$ cat src/rtl/cnn1d_class_vote.sv
`default_nettype none
// ============================================================================
//  Module   : cnn1d_class_vote
//  Brief    : 1D-CNN classifier head. Serial signed argmax with top-2 margin,
//             confidence gate and sliding majority vote over recent decisions.
//  Revision : 1.0 - initial release
// ============================================================================
module cnn1d_class_vote #(
    parameter int                            DATA_WIDTH     = 32,
    parameter int                            NUM_CLASSES    = 2,
    parameter int                            VOTE_DEPTH     = 5,
    parameter int                            VOTE_THRESHOLD = 3,
    parameter logic signed [DATA_WIDTH-1:0]  MARGIN_MIN     = '0,
    parameter int                            DEFAULT_CLASS  = 0,
    localparam int                           CLASS_WIDTH    = $clog2(NUM_CLASSES)
) (
    input  logic                          clk,
    input  logic                          rst,
    output logic                          cls_ready_in,
    input  logic                          cls_valid_in,
    input  logic signed [DATA_WIDTH-1:0]  cls_data_in [0:NUM_CLASSES-1],
    input  logic                          cls_clear,
    input  logic                          cls_ready_out,
    output logic                          cls_valid_out,
    output logic [CLASS_WIDTH-1:0]        cls_raw_out,
    output logic [DATA_WIDTH-1:0]         cls_margin_out,
    output logic                          cls_confident,
    output logic [CLASS_WIDTH-1:0]        cls_class_out,
    output logic                          cls_condition
);

    localparam int                       CNT_W         = $clog2(VOTE_DEPTH + 1);
    localparam logic [CLASS_WIDTH-1:0]   c_default_cls = CLASS_WIDTH'(DEFAULT_CLASS);
    localparam logic [CLASS_WIDTH-1:0]   c_last_idx    = CLASS_WIDTH'(NUM_CLASSES - 1);
    localparam logic [CNT_W-1:0]         c_threshold   = CNT_W'(VOTE_THRESHOLD);
    localparam logic [DATA_WIDTH-1:0]    c_most_neg    = {1'b1, {(DATA_WIDTH-1){1'b0}}};
    localparam logic [DATA_WIDTH-1:0]    c_most_pos    = {1'b0, {(DATA_WIDTH-1){1'b1}}};

    typedef enum logic [1:0] {
        ST_IDLE = 2'd0,
        ST_SCAN = 2'd1,
        ST_VOTE = 2'd2,
        ST_OUT  = 2'd3
    } state_t;

    state_t                         state_q, state_d;
    logic signed [DATA_WIDTH-1:0]   data_q [0:NUM_CLASSES-1];
    logic signed [DATA_WIDTH-1:0]   data_d [0:NUM_CLASSES-1];
    logic signed [DATA_WIDTH-1:0]   best_q, best_d;
    logic signed [DATA_WIDTH-1:0]   second_q, second_d;
    logic [CLASS_WIDTH-1:0]         best_idx_q, best_idx_d;
    logic [CLASS_WIDTH-1:0]         idx_q, idx_d;
    logic [CLASS_WIDTH-1:0]         hist_q [0:VOTE_DEPTH-1];
    logic [CLASS_WIDTH-1:0]         hist_d [0:VOTE_DEPTH-1];
    logic [VOTE_DEPTH-1:0]          hist_vld_q, hist_vld_d;
    logic [CLASS_WIDTH-1:0]         raw_q, raw_d;
    logic [DATA_WIDTH-1:0]          margin_q, margin_d;
    logic                           conf_q, conf_d;
    logic [CLASS_WIDTH-1:0]         smoothed_q, smoothed_d;
    logic                           condition_q, condition_d;

    logic signed [DATA_WIDTH-1:0]   scan_val;
    logic signed [DATA_WIDTH:0]     margin_wide;
    logic [DATA_WIDTH-1:0]          margin_sat;
    logic                           confident;
    logic [VOTE_DEPTH-1:0]          vld_base;
    logic [CNT_W-1:0]               vote_cnt;
    logic                           win_found;
    logic                           win_multi;
    logic [CLASS_WIDTH-1:0]         win_cls;

    // best >= second always, so the widened difference is non-negative
    assign margin_wide = {best_q[DATA_WIDTH-1], best_q} - {second_q[DATA_WIDTH-1], second_q};
    assign margin_sat  = (margin_wide[DATA_WIDTH:DATA_WIDTH-1] != 2'b00) ? c_most_pos
                                                                        : margin_wide[DATA_WIDTH-1:0];
    assign confident   = ($signed(margin_sat) >= MARGIN_MIN);
    assign scan_val    = data_q[idx_q];

    always_comb begin
        state_d     = state_q;
        data_d      = data_q;
        best_d      = best_q;
        second_d    = second_q;
        best_idx_d  = best_idx_q;
        idx_d       = idx_q;
        hist_d      = hist_q;
        hist_vld_d  = hist_vld_q;
        raw_d       = raw_q;
        margin_d    = margin_q;
        conf_d      = conf_q;
        smoothed_d  = smoothed_q;
        vld_base    = hist_vld_q;
        vote_cnt    = '0;
        win_found   = 1'b0;
        win_multi   = 1'b0;
        win_cls     = '0;

        case (state_q)
            ST_IDLE: begin
                if (cls_valid_in) begin
                    data_d     = cls_data_in;
                    best_d     = cls_data_in[0];
                    best_idx_d = '0;
                    second_d   = c_most_neg;
                    idx_d      = CLASS_WIDTH'(1);
                    state_d    = ST_SCAN;
                end
            end
            ST_SCAN: begin
                if (scan_val > best_q) begin
                    second_d   = best_q;
                    best_d     = scan_val;
                    best_idx_d = idx_q;
                end else if (scan_val > second_q) begin
                    second_d   = scan_val;
                end
                if (idx_q == c_last_idx) begin
                    state_d = ST_VOTE;
                end else begin
                    idx_d = idx_q + CLASS_WIDTH'(1);
                end
            end
            ST_VOTE: begin
                raw_d    = best_idx_q;
                margin_d = margin_sat;
                conf_d   = confident;
                // A coincident clear empties history before this decision is pushed
                if (cls_clear) begin
                    vld_base   = '0;
                    hist_vld_d = '0;
                    smoothed_d = c_default_cls;
                end
                if (confident) begin
                    for (int s = VOTE_DEPTH - 1; s > 0; s--) begin
                        hist_d[s]     = hist_q[s-1];
                        hist_vld_d[s] = vld_base[s-1];
                    end
                    hist_d[0]     = best_idx_q;
                    hist_vld_d[0] = 1'b1;
                end
                for (int c = 0; c < NUM_CLASSES; c++) begin
                    vote_cnt = '0;
                    for (int s = 0; s < VOTE_DEPTH; s++) begin
                        if (hist_vld_d[s] && (hist_d[s] == CLASS_WIDTH'(c))) begin
                            vote_cnt = vote_cnt + CNT_W'(1);
                        end
                    end
                    if (vote_cnt >= c_threshold) begin
                        if (win_found) begin
                            win_multi = 1'b1;
                        end
                        win_found = 1'b1;
                        win_cls   = CLASS_WIDTH'(c);
                    end
                end
                if (win_found && !win_multi) begin
                    smoothed_d = win_cls;
                end
                state_d = ST_OUT;
            end
            ST_OUT: begin
                if (cls_ready_out) begin
                    state_d = ST_IDLE;
                end
            end
            default: state_d = ST_IDLE;
        endcase

        if (cls_clear && (state_q != ST_VOTE)) begin
            hist_vld_d = '0;
            smoothed_d = c_default_cls;
        end

        condition_d = (smoothed_d != c_default_cls);
    end

    always_ff @(posedge clk) begin
        if (rst) begin
            state_q     <= ST_IDLE;
            hist_vld_q  <= '0;
            raw_q       <= '0;
            margin_q    <= '0;
            conf_q      <= 1'b0;
            smoothed_q  <= c_default_cls;
            condition_q <= 1'b0;
        end else begin
            state_q     <= state_d;
            hist_vld_q  <= hist_vld_d;
            raw_q       <= raw_d;
            margin_q    <= margin_d;
            conf_q      <= conf_d;
            smoothed_q  <= smoothed_d;
            condition_q <= condition_d;
        end
    end

    always_ff @(posedge clk) begin
        data_q     <= data_d;
        best_q     <= best_d;
        second_q   <= second_d;
        best_idx_q <= best_idx_d;
        idx_q      <= idx_d;
        hist_q     <= hist_d;
    end

    assign cls_ready_in   = (state_q == ST_IDLE);
    assign cls_valid_out  = (state_q == ST_OUT);
    assign cls_raw_out    = raw_q;
    assign cls_margin_out = margin_q;
    assign cls_confident  = conf_q;
    assign cls_class_out  = smoothed_q;
    assign cls_condition  = condition_q;

endmodule
`default_nettype wire

$ cat config.mk
export PLATFORM = sky130hd
export DESIGN_NAME = cnn1d_class_vote
export DESIGN_NICKNAME = d
export VERILOG_FILES = /design/src/rtl/cnn1d_class_vote.sv
export SDC_FILE = /design/constraint.sdc
export NUM_CORES = 1
export LEC_CHECK = 0
export ABC_AREA = 1
export CAP_MARGIN = 20
export CORE_ASPECT_RATIO = 1.5
export CORE_MARGIN = 2
export CORE_UTILIZATION = 70
export DETAILED_ROUTE_END_ITERATION = 6
export DONT_BUFFER_PORTS = 1
export GPL_ROUTABILITY_DRIVEN = 0
export HOLD_SLACK_MARGIN = 0.06
export PLACE_DENSITY = 0.9
export SYNTH_ARGS = -nofsm -noshare
export SYNTH_HDL_FRONTEND = slang
export SYNTH_SLANG_ARGS = --single-unit
$ cat constraint.sdc
create_clock -name clk -period 4.5 [get_ports clk]
set_input_delay 0.45 -clock clk [delete_from_list [all_inputs] [get_ports clk]]
set_output_delay 0.45 -clock clk [all_outputs]
set_load 0.005 [all_outputs]
==> results.yml <==
drt:
  drt_iter0_markers: 645
  ant_nets: 0
  vias_per_cell: 6.04
  num_vias: 8361
  drt_wl_total_mm: 24.3
  wl_per_cell_microns: 17.5
  wl_met1_mm: 8.90
  wl_met3_mm: 1.89
  drc: 2
  route.met2.wl_mm: 11.9
  highest_layer: "met4"
  drtPass1Iterations: 7
sta:
  hold_viol_final: 0
  period_share: 0.765
  period_needed_ps: 3440
  slew_viol_final: 0
  setup_viol: 0
  fin_skew_ps: 10.6
  tightest_slew_ps: 1030
  max_clock_freq_mhz: 290
  relSlewSlack: 0.314
  tns_ps: 0
  rsz0062_at_grt: "no"
die:
  die_area_sq_um: 14600
  start_util: 0.712
  die_y_microns: 147
  placementRows: 52
  ios: 107
  dieWidth_microns: 99.4
  coreArea_sq_um: 13400
clocking:
  hold_buffers: 0
  cts_buffers: 17
  clock_sinks: 142
  h-tree-depth: 4
  clk_latency_ps: 430
  post_cts_buffers: 0
  cts_tree: "built"
  clkTransAtPathRegs_ps: 60
  cts_root_buffer: "clkbuf_16"
  max-clock-path-buffers: 2
  cts_resized: 0
grt:
  grt_pass1_vias: 8476
  grt_pass1_wl_mm: 39.8
  overflow: 0
  grt_antenna_before_repair: 0
  track_usage: 0.345
  grt_max_degree: 54
critical_path:
  worstSetupPathType: "reg2reg"
  critPathRequiredTime_ps: 4860
  r2r-end: "cls_condition"
  worst-r2r-cell-count: 20
  critical_path.cell_chain: "inv_1 -> nor2_1 -> inv_1 -> nor2_1 -> ha_1 -> or2_2 -> nand2_1 -> inv_1 -> ha_1 -> mux2i_1 -> inv_1 -> ha_1 -> nand2_1 -> xor2_1 -> xor2_1 -> o311ai_0 -> ha_1 -> a21oi_1 -> o21ai_0 -> a21oi_1"
  crit_family: "adder cells"
  critPathCaptureType: "flop"
  max_stage_delay_ps: 310
  critical_path_buf_inv_count: 4
  crit_path_max_fanout: 4
  timing.rr.start: "hist_vld_q[0]"
  worstPathArrival_ps: 3810
  ff2ff_setup_slack_ps: 1060
  slowest_stage: "dfxtp_1"
  cp-start-kind: "flop"
worst_hold_path:
  hp-class: "in2reg"
  hold_start: "rst"
  whs_endpoint: "cls_confident"
  whs_path_depth: 1
synth:
  yosysSeqAreaShare: 0.404
  syn_inst: 1215
  synth_enable_flop_cells: 101
  synth_flop_cell: "edfxtp_1"
  synthTopCellsByArea: "edfxtp_1 (32%), ha_1 (14%), nand2_1 (13%)"
  async_flop_share: 0
  ys_warn_count: 0
  syn_area_per_cell_sq_um: 7.86
  syn_nets: 1394
  netlist_area_sq_um: 9550
  synth.ff_latch_count: 142
  synthMostInstantiatedCell: "nand2_1"
  ys_types: 44
  synth_common_cells: "nand2_1 (319), inv_1 (149), nor2_1 (146), a21oi_1 (130), ha_1 (109)"
  yosys.area.top_type: "edfxtp_1"
  synth_top_area_frac: 0.318
status:
  status: "complete, but fails checks"
  violations: "design-rule violations"
cells_and_area:
  nFillCells: 960
  diodes: 0
  drive_above_1_share: 0.0589
  final_net_count: 1388
  post-route-cell-area_sq_um: 10300
  areaGrowthSynthToFinish_pct: 7.63
placed_design:
  dpl-instance-area_sq_um: 9650
  numPortBuffers: 0
  hpwl_mm: 17.2
flow_run:
  drv_cap: 0
area by class of cell:
| cell class | count | area, sq um | area share |
|---|---|---|---|
| Clock inverter | 13 | 189 | 0.0184 |
| Multi-Input combinational cell | 884 | 4950 | 0.482 |
| Clock buffer | 19 | 433 | 0.0421 |
| Tap cell | 162 | 203 | 0.0197 |
| Timing Repair Buffer | 9 | 67.6 | 0.00657 |
| Inverter | 155 | 582 | 0.0566 |
| Sequential cell | 142 | 3850 | 0.375 |
cells by family after synthesis:
family | share of synthesized area
buffers and inverters | 0.0784
AO/OA/AOI/OAI | 0.115
multiplexers | 0.00328
XOR/XNOR | 0.0202
flip-flops | 0.404
adder cells (fa/ha/maj) | 0.145
AND/OR/NAND/NOR | 0.234
sequential cells by signal (all words and copies together) (netlist names):
register        cells
cls_margin_out     32
state_q             2
cls_raw_out         1
cls_confident       1
hist_vld_q          4
best_idx_q          1
hist_q              4
cls_condition       1
best_q             32
data_q             32
second_q           32
per-stage QoR:
stage	cells	util	hold slack (ps)	worst slack (ps)
after global routing	1384	0.767	82.5	824
after detailed placement	1352	0.720	452	936
after global placement	1352	0.720	451	1120
after CTS	1384	0.767	79.5	1060
final	1384	0.767	86.2	1060
after floorplan	1215	-	435	1290
worst max path at each step:
stage,slack (ps),from,end,cells past startpoint
6_report,1060,hist_vld_q[0],cls_condition,20
4_1_cts,1060,hist_vld_q[0],cls_condition,20
5_1_grt,820,hist_vld_q[0],cls_condition,20
3_3_place_gp,1120,cls_clear,cls_condition,19
2_1_floorplan,1290,cls_clear,cls_condition,19
3_5_place_dp,940,cls_clear,cls_condition,19
cells in the final DEF (no fill, tap or decap), types with 9 or more instances in the layout:
cell / instances
a21oi_1: 130
buf_4: 9
clkbuf_16: 17
dfxtp_1: 41
edfxtp_1: 101
ha_1: 108
inv_1: 149
nand2_1: 319
nand3_1: 35
nor2_1: 146
o21ai_0: 48
xor2_1: 18
routing by layer:
| layer | GRT usage | vias to the layer above |
|---|---|---|
| met5 | 0 | - |
| met4 | 0.221 | 0 |
| met3 | 0.0661 | 137 |
| met2 | 0.591 | 435 |
| met1 | 0.387 | 3808 |
| li1 | - | 3981 |
Power is not shown: default switching activity piles up to over one toggle a cycle in this logic, so the estimate is an artifact.
